`config.mk`:
```
export PLATFORM = sky130hd
export DESIGN_NAME = ntt_addr_ctrl_flat
export DESIGN_NICKNAME = d
export VERILOG_FILES = /design/src/rtl/ntt_addr_ctrl_pkg.sv /design/src/rtl/ntt_addr_ctrl_if.sv /design/src/rtl/ntt_addr_ctrl_addr_delay.sv /design/src/rtl/ntt_addr_ctrl.sv /design/src/flat_wrapper.sv
export SDC_FILE = /design/constraint.sdc
export NUM_CORES = 1
export LEC_CHECK = 0
export CORE_MARGIN = 8
export CORE_UTILIZATION = 59
export DETAILED_ROUTE_END_ITERATION = 8
export PLACE_DENSITY = 0.77
export SETUP_SLACK_MARGIN = 0.4
export SLEW_MARGIN = 30
export SYNTH_ARGS = -nofsm -noshare
export SYNTH_HDL_FRONTEND = slang
export SYNTH_HIERARCHICAL = 1
export SYNTH_SLANG_ARGS = --single-unit
```
`constraint.sdc`:
```
create_clock -name clk -period 5.2 [get_ports clk]
set_input_delay 1.56 -clock clk [delete_from_list [all_inputs] [get_ports clk]]
set_output_delay 1.56 -clock clk [all_outputs]
set_load 0.05 [all_outputs]
```
`src/rtl/ntt_addr_ctrl_pkg.sv`:
```
// Shared constants, FSM state type and the butterfly pair-address helper
// for the NTT address controller.
package ntt_pkg;
  localparam int AWID   = 7;
  localparam int NPAIR  = 64;
  localparam int NSTAGE = 7;

  typedef enum logic [1:0] {IDLE, READ, DRAIN, FIN} ntt_state_e;

  typedef struct packed {
    logic [AWID-1:0] a;
    logic [AWID-1:0] b;
    logic [AWID-1:0] tw;
  } pair_t;

  // NTT halves the butterfly span each stage, INTT doubles it.
  function automatic pair_t pair_addr(input logic [2:0] stage, input logic mode,
                                      input logic [5:0] p);
    logic [2:0] l;
    logic [7:0] len;
    logic [7:0] grp;
    logic [7:0] a;
    logic [7:0] tw;
    pair_t      r;
    l    = mode ? stage : 3'd6 - stage;
    len  = 8'd1 << l;
    grp  = {2'b00, p} >> l;
    a    = ((grp << l) << 1) | ({2'b00, p} & (len - 8'd1));
    tw   = mode ? (8'd128 >> stage) - 8'd1 - grp : (8'd1 << stage) + grp;
    r.a  = AWID'(a);
    r.b  = AWID'(a + len);
    r.tw = AWID'(tw);
    return r;
  endfunction
endpackage

```
`src/rtl/ntt_addr_ctrl_if.sv`:
```
// Control bus between the NTT address controller and its environment:
// start/mode in, RAM addresses/enables, butterfly qualifiers and status out.
interface ntt_addr_ctrl_if;
  import ntt_pkg::*;

  // rd_valid is a pure qualifier with no ready: the butterfly must consume
  // DA1out/DB1out together with tw_idx and mode_q in the cycle it is high.
  logic             start;
  logic             mode;
  logic [AWID-1:0]  A1radd;
  logic [AWID-1:0]  B1radd;
  logic             we1;
  logic             we2;
  logic             rd_valid;
  logic [AWID-1:0]  tw_idx;
  logic             mode_q;
  logic             busy;
  logic             done;
  ntt_state_e       state_dbg;

  modport master (
    output start, mode,
    input  A1radd, B1radd, we1, we2, rd_valid, tw_idx, mode_q, busy, done, state_dbg
  );

  modport slave (
    input  start, mode,
    output A1radd, B1radd, we1, we2, rd_valid, tw_idx, mode_q, busy, done, state_dbg
  );
endinterface

```
`src/rtl/ntt_addr_ctrl_addr_delay.sv`:
```
// Fixed-depth shift register that replays read addresses as write-back
// addresses once the butterfly result is ready.
module addr_delay #(
  parameter int DEPTH = 5,
  parameter int AW    = 7
) (
  input  logic          clk,
  input  logic          rst,
  input  logic          in_valid,
  input  logic [AW-1:0] in_a,
  input  logic [AW-1:0] in_b,
  output logic          out_valid,
  output logic [AW-1:0] out_a,
  output logic [AW-1:0] out_b,
  output logic          pending
);
  logic [DEPTH-1:0]         v_q;
  logic [DEPTH-1:0][AW-1:0] a_q;
  logic [DEPTH-1:0][AW-1:0] b_q;

  always_ff @(posedge clk or negedge rst) begin
    if (!rst) begin
      v_q <= '0;
      a_q <= '0;
      b_q <= '0;
    end else begin
      v_q <= {v_q[DEPTH-2:0], in_valid};
      a_q <= {a_q[DEPTH-2:0], in_a};
      b_q <= {b_q[DEPTH-2:0], in_b};
    end
  end

  assign out_valid = v_q[DEPTH-1];
  assign out_a     = a_q[DEPTH-1];
  assign out_b     = b_q[DEPTH-1];
  // Writes still in flight beyond the one leaving this cycle.
  assign pending   = |v_q[DEPTH-2:0];
endmodule

```
`src/rtl/ntt_addr_ctrl.sv`:
```
// Address/control sequencer for an in-place 128-point NTT/INTT: issues pair
// reads on even phases and replays them as writes 1+BF_LAT cycles later.
module ntt_addr_ctrl
  import ntt_pkg::*;
#(
  parameter int BF_LAT = 4
) (
  input  logic           clk,
  input  logic           rst,
  ntt_addr_ctrl_if.slave bus
);
  localparam int         DEPTH      = 1 + BF_LAT;
  localparam logic [6:0] LAST_PHASE = 7'(2 * NPAIR - 1);
  localparam logic [2:0] LAST_STAGE = 3'(NSTAGE - 1);

  ntt_state_e      state;
  ntt_state_e      state_nxt;
  logic [2:0]      stage;
  logic [6:0]      phase;
  logic            mode_r;
  logic            rd_valid_r;
  logic [AWID-1:0] tw_r;
  logic [AWID-1:0] a_hold;
  logic [AWID-1:0] b_hold;
  logic [AWID-1:0] a_out;
  logic [AWID-1:0] b_out;
  logic            read_issue;
  logic            accept;
  logic            pending;
  logic            wr_valid;
  logic [AWID-1:0] wr_a;
  logic [AWID-1:0] wr_b;
  pair_t           pr;

  // Pair counter p is the phase with its parity bit dropped.
  assign pr = pair_addr(stage, mode_r, phase[6:1]);

  always_comb begin
    state_nxt  = state;
    read_issue = 1'b0;
    accept     = 1'b0;
    case (state)
      IDLE: begin
        if (bus.start) begin
          state_nxt = READ;
          accept    = 1'b1;
        end
      end
      READ: begin
        read_issue = ~phase[0];
        if (phase == LAST_PHASE) state_nxt = DRAIN;
      end
      DRAIN: begin
        if (!pending) state_nxt = (stage == LAST_STAGE) ? FIN : READ;
      end
      FIN:     state_nxt = IDLE;
      default: state_nxt = IDLE;
    endcase
  end

  always_ff @(posedge clk or negedge rst) begin
    if (!rst) state <= IDLE;
    else      state <= state_nxt;
  end

  always_ff @(posedge clk or negedge rst) begin
    if (!rst) begin
      stage  <= '0;
      phase  <= '0;
      mode_r <= 1'b0;
    end else if (accept) begin
      stage  <= '0;
      phase  <= '0;
      mode_r <= bus.mode;
    end else if (state == READ) begin
      phase <= phase + 7'd1;
    end else if (state == DRAIN && !pending && stage != LAST_STAGE) begin
      stage <= stage + 3'd1;
    end
  end

  addr_delay #(.DEPTH(DEPTH), .AW(AWID)) u_delay (
    .clk       (clk),
    .rst       (rst),
    .in_valid  (read_issue),
    .in_a      (pr.a),
    .in_b      (pr.b),
    .out_valid (wr_valid),
    .out_a     (wr_a),
    .out_b     (wr_b),
    .pending   (pending)
  );

  // Reads sit on even phases and writes on odd ones, so the two never coincide.
  always_comb begin
    a_out = a_hold;
    b_out = b_hold;
    if (wr_valid) begin
      a_out = wr_a;
      b_out = wr_b;
    end else if (read_issue) begin
      a_out = pr.a;
      b_out = pr.b;
    end
  end

  always_ff @(posedge clk or negedge rst) begin
    if (!rst) begin
      a_hold     <= '0;
      b_hold     <= '0;
      rd_valid_r <= 1'b0;
      tw_r       <= '0;
    end else begin
      a_hold     <= a_out;
      b_hold     <= b_out;
      rd_valid_r <= read_issue;
      if (read_issue) tw_r <= pr.tw;
    end
  end

  assign bus.A1radd    = a_out;
  assign bus.B1radd    = b_out;
  assign bus.we1       = wr_valid;
  assign bus.we2       = wr_valid;
  assign bus.rd_valid  = rd_valid_r;
  assign bus.tw_idx    = tw_r;
  assign bus.mode_q    = mode_r;
  assign bus.busy      = (state == READ) || (state == DRAIN);
  assign bus.done      = (state == FIN);
  assign bus.state_dbg = state;
endmodule

```
`src/flat_wrapper.sv`:
```
// flat-port wrapper written by rule: the top's interface ports become plain ports
module ntt_addr_ctrl_flat import ntt_pkg::*;
#(
  parameter int BF_LAT = 4
)
  (clk, rst, bus_start, bus_mode, bus_A1radd, bus_B1radd, bus_we1, bus_we2, bus_rd_valid, bus_tw_idx, bus_mode_q, bus_busy, bus_done, bus_state_dbg);
  ntt_addr_ctrl_if bus_i ();
  input  logic clk;
  input  logic rst;
  input wire logic [$bits(bus_i.start)-1:0] bus_start;
  input wire logic [$bits(bus_i.mode)-1:0] bus_mode;
  output wire logic [$bits(bus_i.A1radd)-1:0] bus_A1radd;
  output wire logic [$bits(bus_i.B1radd)-1:0] bus_B1radd;
  output wire logic [$bits(bus_i.we1)-1:0] bus_we1;
  output wire logic [$bits(bus_i.we2)-1:0] bus_we2;
  output wire logic [$bits(bus_i.rd_valid)-1:0] bus_rd_valid;
  output wire logic [$bits(bus_i.tw_idx)-1:0] bus_tw_idx;
  output wire logic [$bits(bus_i.mode_q)-1:0] bus_mode_q;
  output wire logic [$bits(bus_i.busy)-1:0] bus_busy;
  output wire logic [$bits(bus_i.done)-1:0] bus_done;
  output wire logic [$bits(bus_i.state_dbg)-1:0] bus_state_dbg;
  assign bus_i.start = bus_start;
  assign bus_i.mode = bus_mode;
  assign bus_A1radd = bus_i.A1radd;
  assign bus_B1radd = bus_i.B1radd;
  assign bus_we1 = bus_i.we1;
  assign bus_we2 = bus_i.we2;
  assign bus_rd_valid = bus_i.rd_valid;
  assign bus_tw_idx = bus_i.tw_idx;
  assign bus_mode_q = bus_i.mode_q;
  assign bus_busy = bus_i.busy;
  assign bus_done = bus_i.done;
  assign bus_state_dbg = bus_i.state_dbg;
  ntt_addr_ctrl #(.BF_LAT(BF_LAT)) u_core (.clk(clk), .rst(rst), .bus(bus_i));
endmodule
```
======== After elaboration in Yosys (flattened, before gate mapping) ========
Index checks and enable logic that the tools add are counted.
storage, ports and cells
  register bits ........................... 110
  bits of input ports ..................... 4
  output and inout bits ................... 29
  word-level logic and storage cells ...... 74
operators by class
  muxes and demuxes ....................... 19
  shift-type cells ........................ 5
  bitwise gates (word level) .............. 3
  add/subtract/negate cells ............... 8
  eq/ne operators ......................... 10
  reductions and logical operators ........ 10
operator list
  kind                                                                 count
  7-bit two-way mux                                                    7
  7-bit adder                                                          2
  1-bit by 3-bit << shifter with 7-bit output (first input constant)   2
  7-bit by 1-bit subtractor with 7-bit output (second input constant)  2
  3-bit two-way mux                                                    4
  2-bit two-way mux                                                    4
  2-bit case mux with 4 select lines                                   1
  8-bit by 3-bit << shifter with 6-bit output                          1
  6-bit by 3-bit >> shifter with 8-bit output                          1
  8-bit by 3-bit >> shifter with 7-bit output (first input constant)   1
  7-bit by 1-bit adder with 7-bit output (second input constant)       1
  6-bit by 7-bit bitwise AND with 7-bit output                         1
  7-bit equality test (second input constant)                          1
  7-bit bitwise OR                                                     1
  7-bit subtractor                                                     1
  2-bit equality test (second input constant)                          2
  2-bit by 1-bit != test with 1-bit output (second input constant)     2
  2-bit != test (second input constant)                                2
  2-bit nonzero test                                                   2
  4-bit OR reduction                                                   1
  3-bit by 1-bit adder with 3-bit output (second input constant)       1
  3-bit equality test (second input constant)                          1
  1-bit two-way mux                                                    3
  3-bit != test (second input constant)                                1
  9 further kinds                                                      10

======== Depth between registers and ports, before layout ========
Gate-level depths: netlist of the first run.
  word-level depth ........................ 9
  depth in mapped cells ................... 16
  gate-level depth less buffers ........... 15

======== Modules after synthesis ========
Netlist of the first run, hierarchy kept.
by module, submodules not included
  module         area each (µm²)  instances  cells an instance  sequential area each (µm²)
  ntt_addr_ctrl  3,224.3          1          381                875.8
  addr_delay     1,989.4          1          90                 1,876.8

======== Least setup slack after synthesis of the first run ========
No wires, ideal clock.
  path type ............................... register -> output
  start ................................... reg u_core.stage[0]
  end ..................................... out bus_B1radd[4]
  buffers on the path ..................... 0
  required time ........................... 3,640 ps
  stages on the path, launching flop included .. 14
  setup slack ............................. -464 ps
  arrival ................................. 4,104 ps
  cells stage by stage .................... dfrtp_1 -> ha_1 -> ha_1 -> mux2_2 -> nor2_1 -> nand2_1 -> ha_1 -> nand2b_1 -> o41ai_2 -> fa_1 -> a211oi_1 -> o21a_1 -> mux2i_1 -> o21ai_0
RTL lines
  element                   line                 RTL
  start: declaration        ntt_addr_ctrl.sv:18  logic [2:0] stage;
  start signal: assignment  ntt_addr_ctrl.sv:78  stage <= stage + 3'd1;
  end: declaration          flat_wrapper.sv:13   output wire logic [$bits(bus_i.B1radd)-1:0] bus_B1radd;

==> metrics.yaml, run 1 <==
fin_crit_ns: 5.24
maxCapViolCount: 0
clock-skew-final_ns: 0.0132
fin_crit_sh: 1.01
ys_seq_area_frac: 0.528
fin_nets: 550
synth_cell_type_count: 63
arrival_ns: 3.68
syn-num-nets: 509
violations: "negative setup slack"
hp-start: "u_core/u_delay/b_q[4]"
syn_area_per_cell_um2: 11.1
cts_tree: "yes"
cts_root_buf: "clkbuf_8"
path_max_fanout: 12
cpPeakStageDelay_ns: 0.50
crit_start: "u_core/stage[0]"
core_area_um2: 8640
worst_setup_path_start_kind: "register"
outcome: "complete, but fails checks"
cpLargestDelayFamily: "compound AO/OA/AOI/OAI gates"
drc_errors: 0
gr-usage-all-layers: 0.199
min_path_type: "register to register"
r2r-start: "u_core/stage[1]"
die_area_um2: 12100
wl_um: 11400
drive_above_1_share: 0.230
htree_levels: 3
postRouteAntennaNets: 0
synth_top_flop_cell: "dfrtp_1"
ys_ff_latch: 110
endpoint_kind: "output pin"
worst_skew_pair.late_latency_ns: 0.37
die_h_um: 110
rsz0062_at_grt: "true"
syn_inst: 471
yosys_warnings: 6
final_core_util: 0.726
antenna_found_initial: 0
setup_viol: 1
dr.pass1.iters: 4
hold_buffers: 0
cts_num_sinks: 110
setup_slack_ns: -0.0385
numCtsBuffers: 9
grt_max_degree: 53
cts.clk_slew.worst_paths_ns: 0.12
grt_pass1_wl_um: 18800
worstMarginPinSlew_ns: 0.842
async_flop_share: 1.00
fmax_ghz: 0.191
cp_num_buf_inv: 5
syn_area_um2: 5210
cts_buffer_depth: 2
n_antenna_cell: 0
syn2layout_area_growth_pct: 20.2
gp_congestion: 0.908
synth-edff-count: 0
cp.required_ns: 3.64
hpwl_um: 7860
wl_per_cell_um: 18.2
worstSetupPathType: "register to output pin"
grt_pass1_vias: 3748
drt-initial-drc-count: 260
die_w_um: 110
relSlewSlack: 0.434
fp-row-count: 34
io_pins: 33
routed_via_density: 5.88
portBuffers: 32
hold_viol: 0
maxSlewViolCount: 0
tns_ns: -0.0385
crit_chain: "buf_4 > buf_4 > ha_2 > inv_1 > and3_1 > a311oi_2 > a21o_1 > ha_4 > inv_1 > o21bai_1 > a21oi_2 > or4_4 > nand3_4 > buf_12"
start_util: 0.604
via_count: 3676
grt_remaining_overflow: 0
worst_path_max_delay_cell: "or4_4"
timing repair:
item,in CTS,in global routing
setup buffers,14,4
gates cloned,0,0
resized for setup,23,24
pin swaps,8,17
endpoints found under the setup margin,8,8
state kept, by name, indices dropped and copies added (netlist names):
name and cells:
u_core/u_delay/a_q 28, u_core/u_delay/b_q 28, u_core/a_hold 7, u_core/b_hold 7, u_core/bus.tw_idx 7, u_core/phase 7
u_core/u_delay/out_a 7, u_core/u_delay/out_b 7, u_core/u_delay/v_q 5, u_core/stage 3, u_core/bus.state_dbg 2, u_core/bus.mode_q 1
u_core/bus.rd_valid 1
cells by family after synthesis:
group,count (synthesis),share of synthesized area
compound gates,105,0.135
xor+xnor,15,0.0252
fa+ha+maj,34,0.0859
buf+inv,56,0.0533
flops,110,0.528
mux,23,0.0475
other cells,1,0.000719
simple gates,127,0.124
routing by layer:
metal	wire length, um	GRT usage	share of wire	vias to the layer above
met5	0	0	0	-
met2	5710	0.336	0.50	82
li1	-	-	-	1710
met3	522	0.0471	0.046	15
met1	4990	0.251	0.44	1869
met4	170	0.0530	0.015	0
per-stage QoR:
step | instances | hold WS [ns] | instance area (um^2) | worst slack [ns]
finish | 625 | 0.347 | 6270 | -0.0385
global route | 625 | 0.351 | 6270 | -0.165
CTS | 621 | 0.348 | 6100 | 0.0128
detailed placement | 591 | 0.335 | 5710 | 0.221
global placement | 591 | 0.334 | 5710 | 0.255
floorplan | 471 | 0.331 | 5290 | 0.412
synthesized netlist by cell type, types with 6 or more instances:
library cell | count | area, um^2
dfrtp_1 | 110 | 2750
nand2_1 | 38 | 143
ha_1 | 31 | 388
a21oi_1 | 25 | 125
o21ai_0 | 25 | 125
nor2_1 | 22 | 82.6
inv_1 | 19 | 71.3
mux2i_1 | 18 | 180
buf_4 | 16 | 120
clkbuf_1 | 13 | 48.8
nand2b_1 | 10 | 62.6
xnor2_1 | 9 | 78.8
nor2b_1 | 8 | 50.1
nor3_1 | 8 | 40.0
a211oi_1 | 6 | 45.0
and3_1 | 6 | 37.5
buf_2 | 6 | 30.0
nand3_1 | 6 | 30.0
xor2_1 | 6 | 52.6
final cells by class:
class,count,area [um^2]
flip-flops and latches,110,2760
multi-input cells,305,2470
fillers,601,2370
repair buffers,66,628
well taps,108,135
clock buffers,9,124
clock inverters,7,75.1
inverters,20,75.1
cells in the final DEF (no fill, tap or decap), drive strengths merged, types with 4 or more instances in the layout:
| cell type | count |
|---|---|
| a211oi | 6 |
| a21o | 4 |
| a21oi | 25 |
| a31oi | 4 |
| and2 | 5 |
| and3 | 6 |
| buf | 46 |
| clkbuf | 9 |
| clkdlybuf4s50 | 17 |
| dfrtp | 110 |
| ha | 31 |
| inv | 24 |
| mux2 | 4 |
| mux2i | 18 |
| nand2 | 38 |
| nand2b | 10 |
| nand3 | 6 |
| nand4 | 5 |
| nor2 | 23 |
| nor2b | 9 |
| nor3 | 8 |
| nor3b | 5 |
| o21ai | 26 |
| o21bai | 4 |
| o22ai | 4 |
| o31ai | 5 |
| or2 | 4 |
| xnor2 | 9 |
| xor2 | 6 |
final timing paths:
kind | to | slack [ns] | cells past startpoint
max | bus_B1radd[5] | -0.04 | 14
min | u_core/u_delay/b_q[11] | 0.35 | 0
max reg2reg | u_core/bus.tw_idx[5] | 1.47 | 14
min reg2reg | u_core/u_delay/b_q[11] | 0.35 | 0
max in group asynchronous | u_core/stage[0] | 3.05 | 2
min in group asynchronous | u_core/u_delay/b_q[22] | 1.18 | 1
Power of run 1 is left out: the tool's default activity adds up to more than one toggle a clock period on the data nets, which glitch-free logic cannot reach.
==> run 2, diff against run 1 <==
--- a/config.mk
+++ b/config.mk
@@ -8,7 +8,7 @@
 export CORE_MARGIN = 8
 export CORE_UTILIZATION = 59
 export DETAILED_ROUTE_END_ITERATION = 8
-export PLACE_DENSITY = 0.77
+export PLACE_DENSITY = 0.79
 export SETUP_SLACK_MARGIN = 0.4
 export SLEW_MARGIN = 30
 export SYNTH_ARGS = -nofsm -noshare
==> run 2 against run 1 <==
The flow still finishes with violations (negative setup slack). Largest cell class unchanged. Critical path type unchanged. Clock skew decreased by 0.0046 ns. First-iteration DRC count decreased by 18%. Setup slack improved by 0.0083 ns. Clock-buffer cell count unchanged. Worst hold slack improved by 0.0066 ns. Non-clock buffer count grew 2. Design area rose by 1.8%. Die area unchanged.
==> metrics.yaml, run 2 (synthesis gave the netlist of run 1 again) <==
outcome: "complete, but fails checks"
violations: "negative setup slack"
gr-usage-met3: 0.0419  # -0.00523
endpoint_kind: "output pin"
fp-row-count: 34  # unchanged
dp_slack_ns: 0.174  # -0.0470 ns
grt_pass1_wl_um: 19100  # +2.0%
gr-usage-met2: 0.327  # -0.00813
io_pins: 33  # unchanged
gp_congestion: 0.893  # -1.7%
fmax_ghz: 0.191  # +0.16%
rsz0062_at_grt: "true"
worstMarginPinSlew_ns: 0.659  # -0.182 ns
relSlewSlack: 0.557  # +0.123
grt_remaining_overflow: 0  # unchanged
fin_nets: 552  # +0.36%
arrival_ns: 3.67  # about the same
worst_setup_path_start_kind: "register"
top_regs: "u_core/u_delay/a_q x28, u_core/u_delay/b_q x28"
setup_viol: 1  # unchanged
instances_no_fill: 627  # +0.32%
fin_crit_sh: 1.01  # -0.00159
clock-skew-final_ns: 0.00861  # -0.00456 ns
dpl.cell_count: 591  # unchanged
setup_slack_ns: -0.0302  # +0.00826 ns
min_path_type: "register to register"
grt_pass1_vias: 3799  # +1.4%
cts.clk_slew.worst_paths_ns: 0.11  # about the same
top_usage_layer: "met2"
numCtsBuffers: 9  # unchanged
drt-initial-drc-count: 212  # -18%
maxSlewViolCount: 0  # unchanged
syn2layout_area_growth_pct: 22.3
final_common_cell: "dfrtp_1"
place_area_um2: 5720  # +0.22%
final_cell_mix: "107 x dfrtp_1, 36 x buf_4, 35 x nand2_1, 21 x a21oi_1, 21 x ha_1"
routed_via_density: 6.05  # +2.8%
postRouteAntennaNets: 0  # unchanged
start_util: 0.604  # unchanged
die_area_um2: 12100  # unchanged
worstSetupPathType: "register to output pin"
cp.required_ns: 3.64  # about the same
hpwl_um: 8050  # +2.3%
htree_levels: 3  # unchanged
met1_usage: 0.268  # +0.0170
n_antenna_cell: 0  # unchanged
cts_buffer_depth: 2  # unchanged
path_max_fanout: 3  # -9
die_w_um: 110  # unchanged
wl_per_cell_um: 19.0  # +4.2%
cts_num_sinks: 110  # unchanged
hold_buffers: 0  # unchanged
maxCapViolCount: 0  # unchanged
via_count: 3792  # +3.2%
cts_root_buf: "clkbuf_8"
hold_viol: 0  # unchanged
antenna_found_initial: 0  # unchanged
fin_area_um2: 6380  # +1.8%
drive_above_1_share: 0.249  # +0.0184
grt_max_degree: 43  # -19%
gr-usage-all-layers: 0.204  # +0.00517
portBuffers: 32  # unchanged
cts_tree: "yes"
worst_skew_pair.late_latency_ns: 0.38  # about the same
drc_errors: 0  # unchanged
core_area_um2: 8640  # unchanged
die_h_um: 110  # unchanged
dr.pass1.iters: 5  # +1
hold_ws_ns: 0.354  # +0.00656 ns
wl_um: 11900  # +4.5%
fin_crit_ns: 5.23  # -0.00826 ns
-- run 2: final timing paths --
| check | endpoint | slack, ns | startpoint | cells after the start |
|---|---|---|---|---|
| min in group asynchronous | u_core/u_delay/b_q[22] | 1.14 | rst | 1 |
| max in group asynchronous | u_core/u_delay/a_q[26] | 3.18 | rst | 2 |
| setup / recovery | bus_B1radd[6] | -0.03 | u_core/stage[0] | 16 |
| setup reg to reg | u_core/bus.tw_idx[6] | 1.73 | u_core/stage[0] | 16 |
| hold reg to reg | u_core/u_delay/a_q[21] | 0.35 | u_core/u_delay/a_q[14] | 0 |
| hold / removal | u_core/u_delay/a_q[21] | 0.35 | u_core/u_delay/a_q[14] | 0 |
-- run 2: layout make-up --
type | instances | area, um^2
Timing Repair Buffer | 68 | 671
Clock inverter | 7 | 75.1
Clock buffer | 9 | 124
Multi-Input combinational cell | 305 | 2540
Sequential cell | 110 | 2760
Fill cell | 596 | 2260
Tap cell | 108 | 135
Inverter | 20 | 75.1
-- run 2: per-layer routing --
metal  wire, um  vias up
li1           -     1723
met1       5150     1877
met2       5730      154
met3        655       38
met4        376        0
met5          0        -
-- run 2: critical path, stage by stage, from the launching register on --
cell and delay, ns:
dfrtp_2 0.47, ha_4 0.19, ha_4 0.22, mux2_4 0.29
nor2_4 0.12, nand2_4 0.07, ha_4 0.17, xnor2_2 0.13
a22o_1 0.23, ha_4 0.25, buf_6 0.13, a211oi_4 0.29
o21ai_2 0.12, and3_1 0.17, mux2i_1 0.17, nand2_2 0.11
buf_12 0.16
-- run 2: per-stage QoR --
stage | utilization | setup TNS (ns)
floorplan | - | 0
global placement | 0.662 | 0
detailed placement | 0.662 | 0
CTS | 0.716 | -0.0104
global route | 0.738 | -0.259
finish | 0.738 | -0.0302
-- run 2: repair_timing --
item	in CTS	in global routing
setup endpoints to repair	8	7
pin swaps	18	18
buffers inserted	11	9
resized for setup	37	25
Power of run 2 is left out for the same reason.
==> run 3, diff against run 2 <==
--- a/config.mk
+++ b/config.mk
@@ -5,6 +5,7 @@
 export SDC_FILE = /design/constraint.sdc
 export NUM_CORES = 1
 export LEC_CHECK = 0
+export CAP_MARGIN = 40
 export CORE_MARGIN = 8
 export CORE_UTILIZATION = 59
 export DETAILED_ROUTE_END_ITERATION = 8
==> results of run 3 <==
No change in the layout: final DEF, timing and power equal those of run 2.
Power of run 3 is left out for the same reason.
